===== config.mk =====
export PLATFORM = sky130hd
export DESIGN_NAME = sum_accumulator_flat
export DESIGN_NICKNAME = d
export VERILOG_FILES = /design/src/rtl/sum_accumulator_pkg.sv /design/src/rtl/sum_accumulator_if.sv /design/src/rtl/sum_accumulator_sat_add.sv /design/src/rtl/sum_accumulator.sv /design/src/flat_wrapper.sv
export SDC_FILE = /design/constraint.sdc
export NUM_CORES = 1
export LEC_CHECK = 0
export CAP_MARGIN = 15
export CORE_ASPECT_RATIO = 1.4
export CORE_MARGIN = 8
export CORE_UTILIZATION = 51
export DETAILED_ROUTE_END_ITERATION = 7
export PLACE_DENSITY = 0.79
export SLEW_MARGIN = 20
export SYNTH_ARGS = -nofsm -noshare
export SYNTH_HDL_FRONTEND = slang
export SYNTH_SLANG_ARGS = --single-unit

===== constraint.sdc =====
create_clock -name clk -period 3.2 [get_ports clk]
set_clock_uncertainty 0.2 [all_clocks]
set_input_delay 0.32 -clock clk [delete_from_list [all_inputs] [get_ports clk]]
set_output_delay 0.32 -clock clk [all_outputs]
set_load 0.01 [all_outputs]

===== src/rtl/sum_accumulator_pkg.sv =====
// Shared types and default sizing for the frame sum accumulator.
// Imported by the interface, the saturating adder and the top level.
package sum_accumulator_pkg;

  typedef enum logic [1:0] {
    ST_IDLE  = 2'd0,
    ST_ACCUM = 2'd1,
    ST_HOLD  = 2'd2
  } state_t;

  localparam int DEF_ACC_W = 16;
  localparam int DEF_LEN_W = 4;
  localparam int SUM_IN_W  = 9;

endpackage


===== src/rtl/sum_accumulator_if.sv =====
// Frame control, sample input and result handshakes of the sum accumulator.
// Both handshakes (sum_valid/sum_ready and acc_valid/acc_ready) transfer on a rising edge when valid and ready are both high.
interface sum_accumulator_if
  import sum_accumulator_pkg::*;
#(
  parameter int ACC_W = DEF_ACC_W,
  parameter int LEN_W = DEF_LEN_W
) ();

  logic                start;
  logic [LEN_W-1:0]    len;
  logic [SUM_IN_W-1:0] sum_in;
  logic                sum_valid;
  logic                sum_ready;
  logic [ACC_W-1:0]    acc_out;
  logic                acc_valid;
  logic                acc_ready;
  logic                ovf;
  logic                busy;
  state_t              dbg_state;

  modport master (
    output start, len, sum_in, sum_valid, acc_ready,
    input  sum_ready, acc_out, acc_valid, ovf, busy, dbg_state
  );

  modport slave (
    input  start, len, sum_in, sum_valid, acc_ready,
    output sum_ready, acc_out, acc_valid, ovf, busy, dbg_state
  );

endinterface


===== src/rtl/sum_accumulator_sat_add.sv =====
// Saturating add of a 9-bit unsigned operand onto an ACC_W-bit accumulator.
// The extra carry bit of the unbounded sum is the overflow indication.
module sat_add
  import sum_accumulator_pkg::*;
#(
  parameter int ACC_W = DEF_ACC_W
) (
  input  logic [ACC_W-1:0]    i_acc,
  input  logic [SUM_IN_W-1:0] i_operand,
  output logic [ACC_W-1:0]    o_sum,
  output logic                o_ovf
);

  logic [ACC_W:0] w_full;

  assign w_full = {1'b0, i_acc} + {{(ACC_W + 1 - SUM_IN_W){1'b0}}, i_operand};
  assign o_ovf  = w_full[ACC_W];
  assign o_sum  = w_full[ACC_W] ? {ACC_W{1'b1}} : w_full[ACC_W-1:0];

endmodule


===== src/rtl/sum_accumulator.sv =====
// Accumulates a frame of 9-bit sums into a saturating ACC_W-bit total and
// holds the result until the consumer takes it.
module sum_accumulator
  import sum_accumulator_pkg::*;
#(
  parameter int ACC_W = DEF_ACC_W,
  parameter int LEN_W = DEF_LEN_W
) (
  input  logic               clk,
  input  logic               rst,
  sum_accumulator_if.slave   bus
);

  state_t             r_state;
  state_t             w_state_next;
  logic [ACC_W-1:0]   r_acc;
  logic               r_ovf;
  logic [LEN_W:0]     r_len;
  logic [LEN_W:0]     r_cnt;

  logic [LEN_W:0]     w_len_eff;
  logic [ACC_W-1:0]   w_sum;
  logic               w_add_ovf;
  logic               w_accept;
  logic               w_last;
  logic               w_sum_ready;
  logic               w_acc_valid;
  logic               w_busy;

  sat_add #(.ACC_W(ACC_W)) u_sat_add (
    .i_acc     (r_acc),
    .i_operand (bus.sum_in),
    .o_sum     (w_sum),
    .o_ovf     (w_add_ovf)
  );

  // A zero length field encodes the largest frame, 2**LEN_W samples.
  assign w_len_eff = (bus.len == '0) ? {1'b1, {LEN_W{1'b0}}} : {1'b0, bus.len};
  assign w_accept  = (r_state == ST_ACCUM) && bus.sum_valid;
  assign w_last    = (r_cnt == (r_len - 1'b1));

  always_ff @(posedge clk or posedge rst) begin
    if (rst) begin
      r_state <= ST_IDLE;
    end else begin
      r_state <= w_state_next;
    end
  end

  always_comb begin
    w_state_next = r_state;
    w_sum_ready  = 1'b0;
    w_acc_valid  = 1'b0;
    w_busy       = 1'b0;
    case (r_state)
      ST_IDLE: begin
        if (bus.start) w_state_next = ST_ACCUM;
      end
      ST_ACCUM: begin
        w_sum_ready = 1'b1;
        w_busy      = 1'b1;
        if (bus.sum_valid && w_last) w_state_next = ST_HOLD;
      end
      ST_HOLD: begin
        w_acc_valid = 1'b1;
        w_busy      = 1'b1;
        if (bus.acc_ready) w_state_next = ST_IDLE;
      end
      default: w_state_next = ST_IDLE;
    endcase
  end

  // Result registers only move on a start in IDLE or an accepted sample,
  // so they stay frozen through HOLD and after the frame is released.
  always_ff @(posedge clk or posedge rst) begin
    if (rst) begin
      r_acc <= '0;
      r_ovf <= 1'b0;
      r_len <= '0;
      r_cnt <= '0;
    end else if ((r_state == ST_IDLE) && bus.start) begin
      r_acc <= '0;
      r_ovf <= 1'b0;
      r_len <= w_len_eff;
      r_cnt <= '0;
    end else if (w_accept) begin
      r_acc <= w_sum;
      r_ovf <= r_ovf | w_add_ovf;
      r_cnt <= r_cnt + 1'b1;
    end
  end

  assign bus.sum_ready = w_sum_ready;
  assign bus.acc_valid = w_acc_valid;
  assign bus.busy      = w_busy;
  assign bus.acc_out   = r_acc;
  assign bus.ovf       = r_ovf;
  assign bus.dbg_state = r_state;

endmodule


===== src/flat_wrapper.sv =====
// flat-port wrapper written by rule: the top's interface ports become plain ports
module sum_accumulator_flat import sum_accumulator_pkg::*;
#(
  parameter int ACC_W = DEF_ACC_W,
  parameter int LEN_W = DEF_LEN_W
)
  (clk, rst, bus_start, bus_len, bus_sum_in, bus_sum_valid, bus_acc_ready, bus_sum_ready, bus_acc_out, bus_acc_valid, bus_ovf, bus_busy, bus_dbg_state);
  sum_accumulator_if #(.ACC_W(ACC_W), .LEN_W(LEN_W)) bus_i ();
  input  logic clk;
  input  logic rst;
  input wire logic [$bits(bus_i.start)-1:0] bus_start;
  input wire logic [$bits(bus_i.len)-1:0] bus_len;
  input wire logic [$bits(bus_i.sum_in)-1:0] bus_sum_in;
  input wire logic [$bits(bus_i.sum_valid)-1:0] bus_sum_valid;
  input wire logic [$bits(bus_i.acc_ready)-1:0] bus_acc_ready;
  output wire logic [$bits(bus_i.sum_ready)-1:0] bus_sum_ready;
  output wire logic [$bits(bus_i.acc_out)-1:0] bus_acc_out;
  output wire logic [$bits(bus_i.acc_valid)-1:0] bus_acc_valid;
  output wire logic [$bits(bus_i.ovf)-1:0] bus_ovf;
  output wire logic [$bits(bus_i.busy)-1:0] bus_busy;
  output wire logic [$bits(bus_i.dbg_state)-1:0] bus_dbg_state;
  assign bus_i.start = bus_start;
  assign bus_i.len = bus_len;
  assign bus_i.sum_in = bus_sum_in;
  assign bus_i.sum_valid = bus_sum_valid;
  assign bus_i.acc_ready = bus_acc_ready;
  assign bus_sum_ready = bus_i.sum_ready;
  assign bus_acc_out = bus_i.acc_out;
  assign bus_acc_valid = bus_i.acc_valid;
  assign bus_ovf = bus_i.ovf;
  assign bus_busy = bus_i.busy;
  assign bus_dbg_state = bus_i.dbg_state;
  sum_accumulator #(.ACC_W(ACC_W), .LEN_W(LEN_W)) u_core (.clk(clk), .rst(rst), .bus(bus_i));
endmodule

==> After elaboration in Yosys (flattened, before gate mapping) <==
Cells that the tools add are included.
{ "word_totals": {"ff_bits": 29, "input_bits": 18, "output_inout_bits": 22, "elab_cells": 38} }
{ "classes": {"add_sub_neg": 3, "n_eq_ne": 6, "muxes": 15, "bitwise": 1, "reduce_logical": 8} }
{ "ops": {"columns": ["op", "n"], "rows": [
  ["$mux W16", 3],
  ["$add A16 B9 Y17", 1],
  ["$mux W5", 3],
  ["$mux W2", 3],
  ["$ne A2 B2 Y1 const B", 3],
  ["$pmux W2 S3", 1],
  ["$add A5 B1 Y5 const B", 1],
  ["$eq A5 B5 Y1", 1],
  ["$mux W1", 5],
  ["$sub A5 B1 Y5 const B", 1],
  ["$logic_not A4 Y1", 1],
  ["$logic_and A1 B1 Y1", 3],
  ["$reduce_and A3 Y1", 1],
  ["$eq A2 B1 Y1 const B", 1],
  ["$eq A2 B2 Y1 const B", 1],
  ["$logic_not A2 Y1", 1],
  ["$reduce_bool A2 Y1", 1],
  ["$reduce_or A2 Y1", 1],
  ["$or A1 B1 Y1", 1]
]} }

==> Logic depth before layout (Yosys ltp) <==
Gate-level depths: netlist of run 1.
{ "logic_depth": {"ltp_word": 5, "ltp_mapped": 8, "depth_no_buf": 7} }

==> Modules after synthesis <==
Synthesis of run 1 repeated with hierarchy kept, for this count alone.
{ "unflattened": {"cells_unflattened": 233, "area_unflattened_um2": 2005.7} }
{ "modules_own_cells": {"columns": ["mod", "n_inst", "cells_each", "area_each_um2", "seq_area_each_um2"], "rows": [
  ["sum_accumulator", 1, 141, 1366.3, 725.7],
  ["sat_add", 1, 92, 639.4, 0.0]
]} }

==> Worst setup path after synthesis of run 1 <==
Ideal clock, no wire load.
{ "synth_timing": {"path_kind": "reg-to-reg", "from": "register u_core.r_acc[0], in the netlist u_core.bus.acc_out[0]", "to": "register u_core.r_acc[3], in the netlist u_core.bus.acc_out[3]", "t_arrival_ps": 2168, "required_ps": 2848, "path_slack_ps": 681, "path_stages_with_launch": 8, "n_path_buf": 0, "cell_sequence": "dfrtp_1 > ha_1 > fa_1 > a211oi_1 > o21ba_2 > a21oi_2 > o2111ai_1 > o211ai_1"} }
{ "synth_between": {"elab_chain_cells": 4} }
{ "synth_lines": {"columns": ["item", "line", "source"], "rows": [
  ["start, declared", "sum_accumulator.sv:16", "logic [ACC_W-1:0] r_acc;"],
  ["start signal, assigned", "sum_accumulator.sv:87", "r_acc <= w_sum;"],
  ["$add A16 B9 Y17", "sum_accumulator_sat_add.sv:16", "assign w_full = {1'b0, i_acc} + {{(ACC_W + 1 - SUM_IN_W){1'b0}}, i_operand};"],
  ["$mux W16", "sum_accumulator_sat_add.sv:18", "assign o_sum = w_full[ACC_W] ? {ACC_W{1'b1}} : w_full[ACC_W-1:0];"],
  ["$mux W16", "sum_accumulator.sv:86", "end else if (w_accept) begin"],
  ["$mux W16", "sum_accumulator.sv:81", "end else if ((r_state == ST_IDLE) && bus.start) begin"]
]} }
No other way between the ends. The select of a mux whose other input is x is not followed.
A chain may end at the register's enable or synchronous reset.

==> Final worst setup path of run 1 <==
{ "layout_timing": {"from": "input bus_sum_in[0]", "to": "register u_core.r_acc[12], in the netlist u_core.bus.acc_out[12]"} }
{ "layout_between": {"elab_chain_cells": 4} }
{ "layout_lines": {"columns": ["item", "line", "source"], "rows": [
  ["start, declared", "flat_wrapper.sv:13", "input wire logic [$bits(bus_i.sum_in)-1:0] bus_sum_in;"],
  ["$add A16 B9 Y17", "sum_accumulator_sat_add.sv:16", null],
  ["$mux W16", "sum_accumulator_sat_add.sv:18", null],
  ["$mux W16", "sum_accumulator.sv:86", null],
  ["$mux W16", "sum_accumulator.sv:81", null]
]} }
No other way between the ends. The select of a mux whose other input is x is not followed.

==> results of run 1 <==
[cells in the mapped netlist, types with 2 or more instances]
library cell  instances  area [um2]
o211ai_1              7        52.6
o31a_1                2        17.5
clkbuf_1              3        11.3
xnor2_1               8        70.1
o21ai_0              10        50.1
and2_1                4        25.0
a21oi_2               2        17.5
dfrtp_1              29         726
a21o_1                3        22.5
mux2i_1               6        60.1
a31oi_1               2        12.5
nand3_1              10        50.1
o21a_1                2        15.0
a221oi_1              3        26.3
ha_1                 15         188
nand2_1              30         113
nand4_1               3        18.8
nor3_1                5        25.0
nor2_1               17        63.8
a21oi_1               4        20.0
a211o_1               2        17.5
xor2_1                6        52.6
o21bai_1              3        22.5
inv_1                14        52.6
a211oi_1              3        22.5
[final cells by class]
class | count | share of cell area (%)
sequential | 29 | 28.8
timing repair buffer | 43 | 16.7
tap | 42 | 2.09
clock buffer | 7 | 3.43
multi-input combinational | 165 | 45.7
clock inverter | 1 | 1.19
inverter | 14 | 2.09
[tightest hold or removal path, stage by stage]
cell,delay [ns]
clkdlybuf4s50_1,0.40
inv_1,0.05
buf_4,0.34
[sequential cells by signal, summed over array words and instances (netlist names)]
name	flops
u_core.r_cnt	5
u_core.r_len	5
u_core.bus.ovf	1
u_core.bus.acc_out	16
u_core.bus.dbg_state	2
[stage by stage]
stage / power (mW) / instance area [um2] / instances
floorplan: 1.31 / 1960 / 214
detailed placement: 1.68 / 2400 / 293
global placement: 1.65 / 2400 / 293
CTS: 2.08 / 2520 / 301
global route: 2.23 / 2520 / 301
finish: 2.06 / 2520 / 301
[worst paths after layout]
kind,end,depth (start not counted)
setup / recovery,u_core.bus.acc_out[12],8
max in group asynchronous,u_core.bus.acc_out[14],3
hold reg to reg,u_core.bus.ovf,2
setup reg to reg,u_core.bus.acc_out[12],7
min in group clk,u_core.bus.ovf,2
hold / removal,u_core.r_cnt[1],3
[logic make-up after synthesis]
kind of cell,count (synthesis),synth area share [%]
AOI/OAI and AO/OA,53,21.0
xor gates and xnor gates,14,6.25
muxes,7,3.64
DFF,29,37.0
adders and majority gates,16,10.6
and+or+nand+nor,75,17.2
buffers and inverters,20,4.27
[metal layers]
metal	up-vias	global-route usage, %
met2	44	31.1
met5	-	0
met3	8	2.89
li1	852	-
met1	840	18.2
met4	0	9.16
[power by group through the flow]
stage	Clock (mW)	Sequential [mW]	Combinational, mW
final	0.395	0.593	1.08
after global routing	0.414	0.612	1.21
after CTS	0.400	0.593	1.09
after detailed placement	0	0.597	1.08
after global placement	0	0.596	1.06
after floorplan	0	0.597	0.710
==> impl_metrics.json, run 1 <==
{
  "outcome": "finished, final reports clean",
  "critPathCaptureType": "register",
  "reg2reg_slack_ns": 0.63,
  "grt_pass1_wl_um": 8140,
  "num_rows": 26,
  "startpoint": "bus_sum_in[0]",
  "crit_path_cell_trace": "clkdlybuf4s50_1 > ha_1 > fa_1 > a211oi_1 > o21ba_2 > a21oi_2 > or2_1 > a221oi_1",
  "via_per_inst": 5.79,
  "min_period_ns": 2.58,
  "seqPwrFrac_pct": 28.7,
  "drc": 0,
  "fillers": 314,
  "vias": 1744,
  "h-tree-depth": 2,
  "synthesis.nets": 248,
  "synth-edff-count": 0,
  "final_max_slew_viol_count": 0,
  "crit_path_start_kind": "input pin",
  "critPathMaxStageDelay_ns": 0.43,
  "io_buffers": 39,
  "swShare_pct": 39.4,
  "drt-initial-drc-count": 69,
  "irDropWorstVdd_mv": 0.682,
  "wire_per_inst_um": 15.8,
  "grt_pass1_vias": 1829,
  "leakagePower_nw": 1.14,
  "relSlewSlack_pct": 66.6,
  "async_flop_share_pct": 100,
  "grt_antenna_before_repair": 0,
  "nets": 292,
  "crit_type": "input pin to register",
  "wl_met1_um": 1870,
  "initial_utilization_pct": 53.4,
  "synth-seq-area-share_pct": 37.0,
  "ctsResizeCount": 0,
  "synthToLayoutAreaGrowth_pct": 28.4,
  "topRoutingLayerUsed": "met4",
  "layout_commonest_cell": "clkdlybuf4s50_1",
  "wl_met2_um": 2520,
  "yosys_warnings": 0,
  "synth_flop_cell": "dfrtp_1",
  "switchingPower_mw": 0.813,
  "cts_tree": "yes",
  "intPower_mw": 1.25,
  "tns_ns": 0,
  "cpMaxStageDelayCell": "fa_1",
  "place.gp.congestion": 0.871,
  "rsz0062_at_grt": "false",
  "postRouteAntennaNets": 0,
  "multi_input_area_mm2": 0.00115,
  "final_core_util_pct": 68.6,
  "pwr-share-clk_pct": 19.1,
  "setup_ws_ns": 0.620,
  "cts_hold_buf": 0,
  "hold_ws_ns": 0.210,
  "syn_area_per_cell_um2": 9.17,
  "path_buf_inv": 1,
  "final-hold-violation-count": 0,
  "drive_above_1_share_pct": 6.56,
  "worst-path-max-fanout": 8,
  "cp_top_family": "compound AO/OA/AOI/OAI gates",
  "max_freq_mhz": 388,
  "cts.clk_slew.worst_paths_ns": 0.07,
  "clockBufferDepth": 2,
  "holdCritPathClass": "input pin to async pin",
  "met3_length_um": 263,
  "worstMarginPinSlew_ns": 0.501,
  "syn_inst": 214,
  "powerDensity_mw_per_mm2": 819,
  "cts-buffers-inserted": 5,
  "n_antenna_cell": 0,
  "cts-root-buf": "clkbuf_8",
  "io_pins": 40,
  "setup_viol": 0,
  "dr.pass1.iters": 4,
  "dp_slack_ns": 0.272,
  "layout_common_cells": "clkdlybuf4s50_1, nand2_1, dfrtp_1",
  "p_comb_share_pct": 52.2,
  "yosysUniqueCellTypes": 46,
  "arrival_ns": 2.56,
  "cts_sinks": 29,
  "drt-total-wl_um": 4770,
  "grt_max_degree": 30,
  "post_cts_buffers": 0,
  "seqCellArea_um2": 726,
  "cap_viol_max_count": 0,
  "die_y_um": 89.4,
  "die_area_mm2": 0.00612,
  "timing.rr.start": "u_core.bus.acc_out[0]",
  "ys_ff_latch": 29,
  "die_w_um": 68.4,
  "grt.total_usage_pct": 17.2,
  "synth_area_mm2": 0.00196,
  "cp.required_ns": 3.18,
  "dp_hpwl_um": 3670,
  "core_area_mm2": 0.00368,
  "final.period_utilization_pct": 80.6,
  "insertion_delay_ns": 0.29,
  "grt-ovfl-total": 0
}
No activity file was read; power rests on OpenSTA's default activity.
==> inputs of run 2 (changes only) <==
==> constraint.sdc (replaced) <==
create_clock -name clk -period 2.43 [get_ports clk]
set_clock_uncertainty 0.2 [all_clocks]
set_input_delay 0.243 -clock clk [delete_from_list [all_inputs] [get_ports clk]]
set_output_delay 0.243 -clock clk [all_outputs]
set_load 0.01 [all_outputs]
==> impl_metrics.json, run 2 (synthesis results as in run 1) <==
{
  "post_cts_buffers": 0,
  "multi_input_area_mm2": 0.00122,
  "die_area_mm2": 0.00612,
  "holdCritPathClass": "input pin to async pin",
  "die_y_um": 89.4,
  "r2r_cells": 7,
  "cts.clk_slew.worst_paths_ns": 0.06,
  "grt-ovfl-total": 0,
  "via_per_inst": 5.79,
  "cts_tree": "yes",
  "cts-buffers-inserted": 5,
  "setup_viol": 0,
  "power_mw": 2.70,
  "initial_utilization_pct": 53.4,
  "fillers": 277,
  "arrival_ns": 2.33,
  "outcome": "finished, final reports clean",
  "nets": 301,
  "grt.total_usage_pct": 17.2,
  "insertion_delay_ns": 0.28,
  "min_period_ns": 2.35,
  "postRouteAntennaNets": 0,
  "wire_per_inst_um": 15.9,
  "final.period_utilization_pct": 96.6,
  "drc": 0,
  "cpMaxStageDelayCell": "dfrtp_1",
  "cap_viol_max_count": 0,
  "core_area_mm2": 0.00368,
  "relSlewSlack_pct": 61.2,
  "critPathMaxStageDelay_ns": 0.40,
  "clockBufferDepth": 2,
  "synthToLayoutAreaGrowth_pct": 33.5,
  "powerDensity_mw_per_mm2": 1030,
  "final_max_slew_viol_count": 0,
  "startpoint": "u_core.bus.dbg_state[1]",
  "timing.rr.start": "u_core.bus.dbg_state[1]",
  "layout_commonest_cell": "clkdlybuf4s50_1",
  "grt_pass1_wl_um": 8010,
  "dp_hpwl_um": 3740,
  "io_buffers": 39,
  "worstMarginPinSlew_ns": 0.580,
  "tns_ns": 0,
  "worst-path-max-fanout": 6,
  "drt-total-wl_um": 4940,
  "max_freq_mhz": 426,
  "fin_area_mm2": 0.00262,
  "crit_type": "register to register",
  "final-hold-violation-count": 0,
  "h-tree-depth": 2,
  "cts_hold_buf": 0,
  "num_rows": 26,
  "cts-root-buf": "clkbuf_8",
  "cp.required_ns": 2.41,
  "largest_reg_flops": 16,
  "grt_max_degree": 30,
  "n_antenna_cell": 0,
  "drt-initial-drc-count": 76,
  "grt_pass1_vias": 1811,
  "layout_common_cells": "clkdlybuf4s50_1, nand2_1, dfrtp_1",
  "dpl_cell_area_mm2": 0.00248,
  "cts_sinks": 29,
  "critPathCaptureType": "register",
  "leakagePower_nw": 1.17,
  "crit_path_cell_trace": "inv_1 > ha_1 > and4_1 > nand2_1 > nor2_1 > o211ai_1 > a221oi_2",
  "seqCellArea_um2": 726,
  "vias": 1795,
  "irDropWorstVdd_mv": 0.948,
  "grt_antenna_before_repair": 0,
  "place.gp.congestion": 0.816,
  "dr.pass1.iters": 4,
  "die_w_um": 68.4,
  "crit_path_start_kind": "register",
  "io_pins": 40,
  "drive_above_1_share_pct": 11.6
}
-- run 2: worst max-delay path, delay by kind of cell (launching register included) --
family | cells | cell delay, ns
simple gates | 3 | 0.71
compound gates | 2 | 0.54
flops | 1 | 0.40
fa+ha+maj | 1 | 0.28
buf+inv | 1 | 0.12
-- run 2: worst paths after layout --
path                                          end  slack, ns
min reg2reg                        u_core.bus.ovf       0.30
min                               u_core.r_len[0]       0.13
max                        u_core.bus.acc_out[14]       0.08
max in group asynchronous  u_core.bus.acc_out[15]       1.63
min in group clk                   u_core.bus.ovf       0.30
max reg2reg                u_core.bus.acc_out[14]       0.08
-- run 2: area by class of cell --
cell class / instances / share of cell area [%]
multi-input combinational: 165 / 46.6
sequential: 29 / 27.7
timing repair buffer: 52 / 18.6
clock buffer: 8 / 3.06
inverter: 14 / 2.01
tap: 42 / 2.01
-- run 2: timing repair --
item                       CTS  global route
pin swaps                    1             2
gates resized for setup      0            10
gates cloned                 0             0
setup endpoints to repair    3            16
-- run 2: metal layers --
metal,track usage [%],wire length [um],up-vias
met5,0,0,-
met4,8.60,115,0
met3,4.14,253,9
met2,30.4,2600,45
met1,18.2,1970,871
li1,-,-,870
-- run 2: stage by stage --
stage | hold slack, ns | instances | utilization, % | worst slack (ns)
after CTS | 0.137 | 310 | 69.7 | 0.0194
after floorplan | 0.121 | 214 | - | 0.0231
final | 0.128 | 310 | 71.2 | 0.0833
after detailed placement | 0.301 | 302 | 67.5 | -0.296
after global routing | 0.180 | 310 | 71.2 | -0.116
after global placement | 0.297 | 302 | 67.5 | -0.223
-- run 2: where the power goes --
part	internal (mW)	switching [mW]
logic	0.770	0.774
clock network	0.203	0.170
registers	0.625	0.157
==> inputs of run 3 (changes only) <==
--- a/config.mk
+++ b/config.mk
@@ -7,7 +7,7 @@
 export LEC_CHECK = 0
 export CAP_MARGIN = 15
 export CORE_ASPECT_RATIO = 1.4
-export CORE_MARGIN = 8
+export CORE_MARGIN = 5
 export CORE_UTILIZATION = 51
 export DETAILED_ROUTE_END_ITERATION = 7
 export PLACE_DENSITY = 0.79
==> impl_metrics.json, run 3 (synthesis results as in run 1) <==
{
  "crit_type": "register to register",
  "fillers": 304,
  "num_rows": 26,
  "irDropWorstVdd_mv": 0.960,
  "final_core_util_pct": 72.5,
  "grt.total_usage_pct": 19.6,
  "core_area_mm2": 0.00368,
  "critPathMaxStageDelay_ns": 0.38,
  "n_antenna_cell": 0,
  "reg2reg_to": "u_core.bus.acc_out[14]",
  "io_pins": 40,
  "cap_viol_max_count": 0,
  "cts-root-buf": "clkbuf_8",
  "vias": 1797,
  "via_per_inst": 5.74,
  "fin_area_mm2": 0.00266,
  "met3_length_um": 196,
  "cts.clk_slew.worst_paths_ns": 0.06,
  "grt_max_degree": 30,
  "clockBufferDepth": 2,
  "relSlewSlack_pct": 63.4,
  "cts_sinks": 29,
  "die_y_um": 83.4,
  "nets": 304,
  "layout_commonest_cell": "clkdlybuf4s50_1",
  "drc": 0,
  "insertion_delay_ns": 0.28,
  "grt_pass1_vias": 1883,
  "max_freq_mhz": 428,
  "cp.required_ns": 2.41,
  "seqCellArea_um2": 726,
  "final-hold-violation-count": 0,
  "postRouteAntennaNets": 0,
  "die_area_mm2": 0.00520,
  "powerDensity_mw_per_mm2": 1050,
  "dpl_cell_area_mm2": 0.00250,
  "layout_common_cells": "clkdlybuf4s50_1, nand2_1, dfrtp_1",
  "drive_above_1_share_pct": 14.8,
  "post_cts_buffers": 0,
  "wl_met1_um": 1950,
  "hold_ws_ns": 0.130,
  "multi_input_area_mm2": 0.00122,
  "setup_viol": 0,
  "grt_antenna_before_repair": 0,
  "cts-buffers-inserted": 5,
  "final.period_utilization_pct": 96.1,
  "critPathCaptureType": "register",
  "holdCritPathClass": "input pin to async pin",
  "die_w_um": 62.4,
  "arrival_ns": 2.31,
  "h-tree-depth": 2,
  "cts_tree": "yes",
  "grt-ovfl-total": 0,
  "leakagePower_nw": 1.20,
  "dp_hpwl_um": 3690,
  "place.gp.congestion": 0.839,
  "dr.pass1.iters": 4,
  "reg2reg_slack_ns": 0.1,
  "io_buffers": 39,
  "worstMarginPinSlew_ns": 0.549,
  "wl_met2_um": 2600,
  "grt_pass1_wl_um": 8480,
  "r2r_cells": 7,
  "wire_per_inst_um": 15.8,
  "worst-path-max-fanout": 6,
  "topRoutingLayerUsed": "met4",
  "drt-total-wl_um": 4930,
  "crit_path_start_kind": "register",
  "crit_path_cell_trace": "ha_2 > fa_2 > a211oi_2 > o21ba_4 > a21oi_4 > or2_4 > a221oi_1",
  "synthToLayoutAreaGrowth_pct": 35.8,
  "outcome": "finished, final reports clean",
  "timing.rr.start": "u_core.bus.acc_out[0]",
  "largest_reg_flops": 16,
  "min_period_ns": 2.33,
  "initial_utilization_pct": 53.4,
  "cpMaxStageDelayCell": "dfrtp_1",
  "final_max_slew_viol_count": 0,
  "drt-initial-drc-count": 107
}
run 3: what timing repair did:
action	4_1_cts	5_1_grt
gates cloned	0	0
hold buffers	0	0
hold endpoints to repair	0	0
resized for setup	0	11
pin swaps	1	4
endpoints found under the setup margin	2	17
run 3: worst max-delay path: cells and delay by family (launching register included):
family	cells	cell delay [ns]
compound gates	4	0.83
fa+ha+maj	2	0.56
flops	1	0.38
simple gates	1	0.27
run 3: routing by layer:
metal,GRT usage [%],up-vias
li1,-,872
met2,35.3,42
met3,3.78,14
met5,0,-
met4,10.6,0
met1,21.1,869
run 3: how the worst max path moves through the flow:
stage	cells after the start	slack, ns	start	to
2_1_floorplan	7	0.02	u_core.bus.acc_out[0]	u_core.bus.acc_out[12]
3_3_place_gp	8	-0.21	bus_sum_in[0]	u_core.bus.acc_out[10]
3_5_place_dp	8	-0.28	bus_sum_in[0]	u_core.bus.acc_out[14]
4_1_cts	7	0.02	u_core.bus.acc_out[0]	u_core.bus.acc_out[12]
5_1_grt	7	-0.03	u_core.bus.acc_out[0]	u_core.bus.acc_out[14]
6_report	7	0.1	u_core.bus.acc_out[0]	u_core.bus.acc_out[14]
run 3: final cells by class:
type                            count  share of cell area, %
Multi-Input combinational cell    165                   45.8
Sequential cell                    29                   27.2
Timing Repair Buffer               55                   19.2
Clock buffer                        7                   3.62
Inverter                           14                   1.97
Tap cell                           42                   1.97
Clock inverter                      1                  0.188
run 3: stage by stage:
step                worst slack [ns]  instances  power, mW  TNS (ns)
floorplan                     0.0231        214       1.73         0
CTS                           0.0161        313       2.77         0
finish                        0.0958        313       2.81         0
detailed placement            -0.276        305       2.33     -3.73
global placement              -0.212        305       2.28     -3.01
global route                 -0.0322        313       3.02   -0.0322
run 3: report_power, final:
| group | switching [mW] | leakage (nW) | total (mW) | internal [mW] |
|---|---|---|---|---|
| Combinational | 0.787 | 0.764 | 1.58 | 0.793 |
| Clock | 0.188 | 0.0542 | 0.443 | 0.256 |
| Sequential | 0.158 | 0.380 | 0.783 | 0.625 |
